===== src/rtl/sreg_marshaller_pkg.sv =====
// Shared constants, word type and width helper for the serial-to-parallel marshaller.
package sreg_marshaller_pkg;

  localparam int DATA_W_DEF = 8;
  localparam int CNT_W_DEF  = 16;

  typedef logic [DATA_W_DEF-1:0] word_t;

  // Width of a counter that indexes bits within a word; never narrower than 1.
  function automatic int cnt_w(input int dw);
    return (dw < 2) ? 1 : $clog2(dw);
  endfunction

endpackage


===== src/rtl/sreg_marshaller_if.sv =====
// Serial input and assembled-word outputs of the marshaller, bundled for port hookup.
interface sreg_marshaller_if #(
  parameter int DATA_W = sreg_marshaller_pkg::DATA_W_DEF,
  parameter int CNT_W  = sreg_marshaller_pkg::CNT_W_DEF,
  parameter int BC_W   = sreg_marshaller_pkg::cnt_w(DATA_W)
);
  logic              serial_in;
  logic [DATA_W-1:0] byte_out;
  logic              byte_valid;
  logic [BC_W-1:0]   bit_cnt;
  logic [CNT_W-1:0]  word_count;

  // master feeds the stream; slave is the marshaller.
  modport master (
    output serial_in,
    input  byte_out, byte_valid, bit_cnt, word_count
  );

  modport slave (
    input  serial_in,
    output byte_out, byte_valid, bit_cnt, word_count
  );
endinterface


===== src/rtl/sreg_marshaller_sipo.sv =====
// Shift register plus bit counter; presents the word that the current edge would complete.
module sipo_shift_reg
  import sreg_marshaller_pkg::*;
#(
  parameter int DATA_W    = DATA_W_DEF,
  parameter bit LSB_FIRST = 1'b1,
  parameter int BC_W      = cnt_w(DATA_W)
) (
  input  logic              clk,
  input  logic              rst,
  input  logic              serial_in,
  output logic [DATA_W-1:0] word,
  output logic              complete,
  output logic [BC_W-1:0]   bit_cnt
);

  // Only DATA_W-1 bits need storing: the last bit of a word comes straight
  // from serial_in on the completing edge, and the oldest bit falls off.
  logic [DATA_W-2:0] sr;
  logic [DATA_W-1:0] word_nxt;

  generate
    if (LSB_FIRST) begin : g_lsb
      assign word_nxt = {serial_in, sr};
    end else begin : g_msb
      assign word_nxt = {sr, serial_in};
    end
  endgenerate

  assign word     = word_nxt;
  assign complete = (bit_cnt == BC_W'(DATA_W-1));

  always_ff @(posedge clk or negedge rst) begin
    if (!rst) begin
      sr      <= '0;
      bit_cnt <= '0;
    end else begin
      if (LSB_FIRST) sr <= word_nxt[DATA_W-1:1];
      else           sr <= word_nxt[DATA_W-2:0];
      bit_cnt <= complete ? '0 : bit_cnt + 1'b1;
    end
  end

endmodule


===== src/rtl/sreg_marshaller.sv =====
// Serial-to-parallel marshaller: held word output, one-cycle valid strobe, word counter.
module sreg_marshaller
  import sreg_marshaller_pkg::*;
#(
  parameter int DATA_W    = DATA_W_DEF,
  parameter bit LSB_FIRST = 1'b1,
  parameter int CNT_W     = CNT_W_DEF
) (
  input  logic              clk,
  input  logic              rst,
  sreg_marshaller_if.slave  bus
);

  localparam int BC_W = cnt_w(DATA_W);

  logic [DATA_W-1:0] word_nxt;
  logic              complete;
  logic [BC_W-1:0]   bit_cnt;
  logic [DATA_W-1:0] byte_q;
  logic              valid_q;
  logic [CNT_W-1:0]  wcnt_q;

  sipo_shift_reg #(
    .DATA_W    (DATA_W),
    .LSB_FIRST (LSB_FIRST),
    .BC_W      (BC_W)
  ) u_sipo (
    .clk       (clk),
    .rst       (rst),
    .serial_in (bus.serial_in),
    .word      (word_nxt),
    .complete  (complete),
    .bit_cnt   (bit_cnt)
  );

  // Load on the completing edge itself so the word appears with zero added latency.
  always_ff @(posedge clk or negedge rst) begin
    if (!rst) begin
      byte_q  <= '0;
      valid_q <= 1'b0;
      wcnt_q  <= '0;
    end else begin
      valid_q <= complete;
      if (complete) begin
        byte_q <= word_nxt;
        wcnt_q <= wcnt_q + 1'b1;
      end
    end
  end

  assign bus.byte_out   = byte_q;
  assign bus.byte_valid = valid_q;
  assign bus.bit_cnt    = bit_cnt;
  assign bus.word_count = wcnt_q;

endmodule


===== src/flat_wrapper.sv =====
// flat-port wrapper written by rule: the top's interface ports become plain ports
module sreg_marshaller_flat import sreg_marshaller_pkg::*;
#(
  parameter int DATA_W    = DATA_W_DEF,
  parameter bit LSB_FIRST = 1'b1,
  parameter int CNT_W     = CNT_W_DEF
)
  (clk, rst, bus_serial_in, bus_byte_out, bus_byte_valid, bus_bit_cnt, bus_word_count);
  sreg_marshaller_if #(.DATA_W(DATA_W), .CNT_W(CNT_W)) bus_i ();
  input  logic clk;
  input  logic rst;
  input wire logic [$bits(bus_i.serial_in)-1:0] bus_serial_in;
  output wire logic [$bits(bus_i.byte_out)-1:0] bus_byte_out;
  output wire logic [$bits(bus_i.byte_valid)-1:0] bus_byte_valid;
  output wire logic [$bits(bus_i.bit_cnt)-1:0] bus_bit_cnt;
  output wire logic [$bits(bus_i.word_count)-1:0] bus_word_count;
  assign bus_i.serial_in = bus_serial_in;
  assign bus_byte_out = bus_i.byte_out;
  assign bus_byte_valid = bus_i.byte_valid;
  assign bus_bit_cnt = bus_i.bit_cnt;
  assign bus_word_count = bus_i.word_count;
  sreg_marshaller #(.DATA_W(DATA_W), .LSB_FIRST(LSB_FIRST), .CNT_W(CNT_W)) u_core (.clk(clk), .rst(rst), .bus(bus_i));
endmodule

===== config.mk =====
export PLATFORM = sky130hd
export DESIGN_NAME = sreg_marshaller_flat
export DESIGN_NICKNAME = d
export VERILOG_FILES = /design/src/rtl/sreg_marshaller_pkg.sv /design/src/rtl/sreg_marshaller_if.sv /design/src/rtl/sreg_marshaller_sipo.sv /design/src/rtl/sreg_marshaller.sv /design/src/flat_wrapper.sv
export SDC_FILE = /design/constraint.sdc
export NUM_CORES = 1
export LEC_CHECK = 0
export ABC_AREA = 1
export CORE_ASPECT_RATIO = 1.2
export CORE_MARGIN = 3
export CORE_UTILIZATION = 25
export DETAILED_ROUTE_END_ITERATION = 8
export PLACE_DENSITY = 0.57
export REMOVE_ABC_BUFFERS = 1
export SYNTH_ARGS = -nofsm -noshare
export SYNTH_HDL_FRONTEND = slang
export SYNTH_HIERARCHICAL = 1
export SYNTH_SLANG_ARGS = --single-unit

===== constraint.sdc =====
create_clock -name clk -period 1.6 [get_ports clk]
set_input_delay 0.48 -clock clk [delete_from_list [all_inputs] [get_ports clk]]
set_output_delay 0.48 -clock clk [all_outputs]
set_load 0.03 [all_outputs]

==> results.md, run 1 <==
* Status: finished clean
* WHS at between 0.3 and 0.4 ns
* Yosys top cell area share at about three fifths
* Comb pwr share at between 3 and 4%
* Period utilization at between 90% and 100%
* Net Switching at 0.383 mW
* Initial Util at 26.2%
* Diodes inserted at 0
* Rows at 30
* Skew final at 0.00549 ns
* CP Cell Sequence: dlygate4sd2_1
* Mapped cell area at roughly 1500 sq um
* Slew headroom at 79.3%
* GP Congestion at approximately 0.74
* Cell count along the critical path at 1
* Crit Path Class: flip-flop to output port
* Crit path time final at 1.52 ns
* Vias in the first global route at ~1300
* Die area at approximately 7000 sq um
* Sw Share at 19.8%
* Reg-to-Reg End: u_core/bus.word_count[7]
* Crit. Startpoint: u_core/u_sipo/bit_cnt[1]
* Clock slew seen by the registers of the worst setup and hold paths at 0.07 ns
* Syn avg cell area at 8.91 sq um
* Worst slack at placement at 0.0518 ns
* Layout cell share with drive strength beyond 1 at 18.8%
* Finished Layout Cells at ~290
* Data arrival, critical path at 1.04 ns
* Total Power at around 1.9 mW
* TritonCTS clock tree: done
* Root Driver: clkbuf_8
* # hold bufs at CTS at 0
* Fillers at 602
* Sequential cell area at 876 sq um
* Setup TNS at 0 ns
* First-pass GRT wire length at 5820 um
* Worst-Skew Late Latency at 0.28 ns
* Synth top area cells: dfrtp_1, nand2_1, inv_1, nand4_1, nor2_1
* Die X-Extent at about 77 um
* FF-to-FF setup slack at ~0.15 ns
* Final Hold Fails at 0
* Power Density at 929 nW/um^2
* Yosys reg bits at 35
* Post-CTS setup buffers at 0
* Leakage at 1.10 nW
* Multi-input gate area at 541 sq um
* CTS buffer count at 5
* Worst-Margin Slew at 0.311 ns
* Vias per Instance at 4.06
* CP delay by family, top: buffers and inverters
* Max-cap viol count at 0
* Final setup violating endpoints at 0
* CTS HTree Levels at 2
* RSZ-0062 raised after global routing: false
* Total wire length at 3320 um
* Core ar. at 5740 sq um
* Final worst slack at 0.0760 ns
* Hold Path Cell Cnt at 0
* DR vias at 1190
* Peak Freq at 656 MHz
* GRT Resource Usage Total at 10.5%
* Worst hold path class: flip-flop to flip-flop
* Die Ht at 91.0 um
* Post-DR wirelength/cell at 11.3 um
* Pin count of the biggest net entering global routing at 36
* ANT nets after route at 0
* Critical Path RT at about 1.1 ns
* Worst r2r src: u_core/u_sipo/bit_cnt[0]
* Hold Startpoint: u_core/u_sipo/sr[4]
* CP max FO at 2
* Placed instance count at 285
* CP max-delay cell: dlygate4sd2_1
* Startpoint types: flip-flop
* Warning count from the yosys run at 6
* Clk pwr share at 49.1%
* Reg2reg path depth at 6
* Synth Instances at 169
* Synthesis-to-layout area growth at 37.9%
* Reg power frac at 47.3%
* Dpl hpwl at between 2000 and 2500 um
* DR DRC count at 0
* Buf+Inv Stages, Crit Path at 1
* Net count, final at 218
* Initial antenna violation count at 0
* Int Power at 1.55 mW
* Iteration-0 DRC Markers at 63
* Num ports at 31
* Sink Count at 35
* Worst path max stage delay at 0.41 ns
* # port buffers at 30
* GR Overflow Total at 0
* Share of the yosys chip area belonging to registers at 58.1%
* Yosys top cell by area: dfrtp_1
* CP Capture Type: output port
* DRT Pass-1 Iters at 4
* Worst Hold Endpoint: u_core/u_sipo/sr[3]
* Distinct cell type count after synthesis at 16
* Clock buffer depth at 2
* Pins Over Slew Limit at 0
* Peak VDD IR at 0.000351 V
## metrics by stage
| step | instance area (sq um) | utilization [%] |
|---|---|---|
| 2_1_floorplan | 1480 | - |
| 3_3_place_gp | 1940 | 33.7 |
| 3_5_place_dp | 1940 | 33.7 |
| 4_1_cts | 2050 | 35.8 |
| 5_1_grt | 2080 | 36.2 |
| 6_report | 2080 | 36.2 |
## layer usage
metal	track usage [%]	share of wire (%)	up-vias
met4	4.08	0.57	0
met1	11.9	43	559
met2	18.2	50	26
met5	0	0	-
li1	-	-	603
met3	3.37	6.3	2
## final cells by class
| class | instances | share of cell area [%] |
|---|---|---|
| inverters | 23 | 4.16 |
| repair buffers | 40 | 16.3 |
| clock buffers | 5 | 3.31 |
| well taps | 80 | 4.82 |
| multi-input cells | 107 | 26.0 |
| clock inverters | 3 | 3.25 |
| flip-flops and latches | 35 | 42.2 |
## worst max-delay path by stage
stage	end	slack [ns]
finish	bus_bit_cnt[1]	0.08
global route	u_core/bus.word_count[7]	0.008
CTS	u_core/bus.word_count[14]	0.03
detailed placement	u_core/bus.word_count[7]	0.05
global placement	u_core/bus.word_count[7]	0.07
floorplan	u_core/bus.word_count[14]	-0.32
## power groups by stage
| stage | Sequential, mW | Combinational [mW] | Clock, mW |
|---|---|---|---|
| after global placement | 0.930 | 0.0803 | 0 |
| after detailed placement | 0.930 | 0.0811 | 0 |
| after global routing | 0.915 | 0.0790 | 1.02 |
| after CTS | 0.913 | 0.0738 | 0.982 |
| after floorplan | 0.950 | 0.00721 | 0 |
| final | 0.912 | 0.0703 | 0.948 |
## kinds of logic after synthesis
| family | Yosys count | synth area share (%) |
|---|---|---|
| simple gates | 96 | 27.3 |
| flops | 35 | 58.1 |
| buf+inv | 27 | 7.39 |
| xor+xnor | 8 | 4.65 |
| fa+ha+maj | 3 | 2.49 |
## timing repair
action / CTS / global route
resized for setup: 15 / 8
hold endpoints to repair: 0 / 0
setup endpoints to repair: 15 / 10
## flip-flops by register name, indices dropped and copies added, names as in the netlist
name,cells
u_core/bus.word_count,16
u_core/u_sipo/bit_cnt,3
u_core/bus.byte_valid,1
u_core/u_sipo/sr,7
u_core/bus.byte_out,8
## synthesized netlist by cell type
library cell   n
buf_2          2
buf_4          2
dfrtp_1       35
ha_1           3
inv_1         22
inv_2          1
nand2_1       59
nand2_2        1
nand3_1        7
nand4_1       10
nor2_1        14
nor2_2         3
nor3_1         1
nor3_2         1
xnor2_1        3
xor2_1         5
## placed cells by master (no fill, tap or decap), drive strengths merged
cell           count
nand4             10
bufinv             2
nor2              17
dfrtp             35
clkinvlp           1
ha                 3
xor2               5
inv               23
nand2             60
xnor2              3
clkdlybuf4s15      1
nor3               2
clkdlybuf4s50      2
dlygate4sd2       13
buf               23
clkbuf             6
nand3              7
Note: power is estimated with default switching activity, not from simulation.
==> run 2, diff against run 1 <==
--- a/config.mk
+++ b/config.mk
@@ -10,6 +10,7 @@
 export CORE_MARGIN = 3
 export CORE_UTILIZATION = 25
 export DETAILED_ROUTE_END_ITERATION = 8
+export GPL_TIMING_DRIVEN = 1
 export PLACE_DENSITY = 0.57
 export REMOVE_ABC_BUFFERS = 1
 export SYNTH_ARGS = -nofsm -noshare
==> results of run 2 <==
No change in the layout: final DEF, timing and power equal those of run 1.
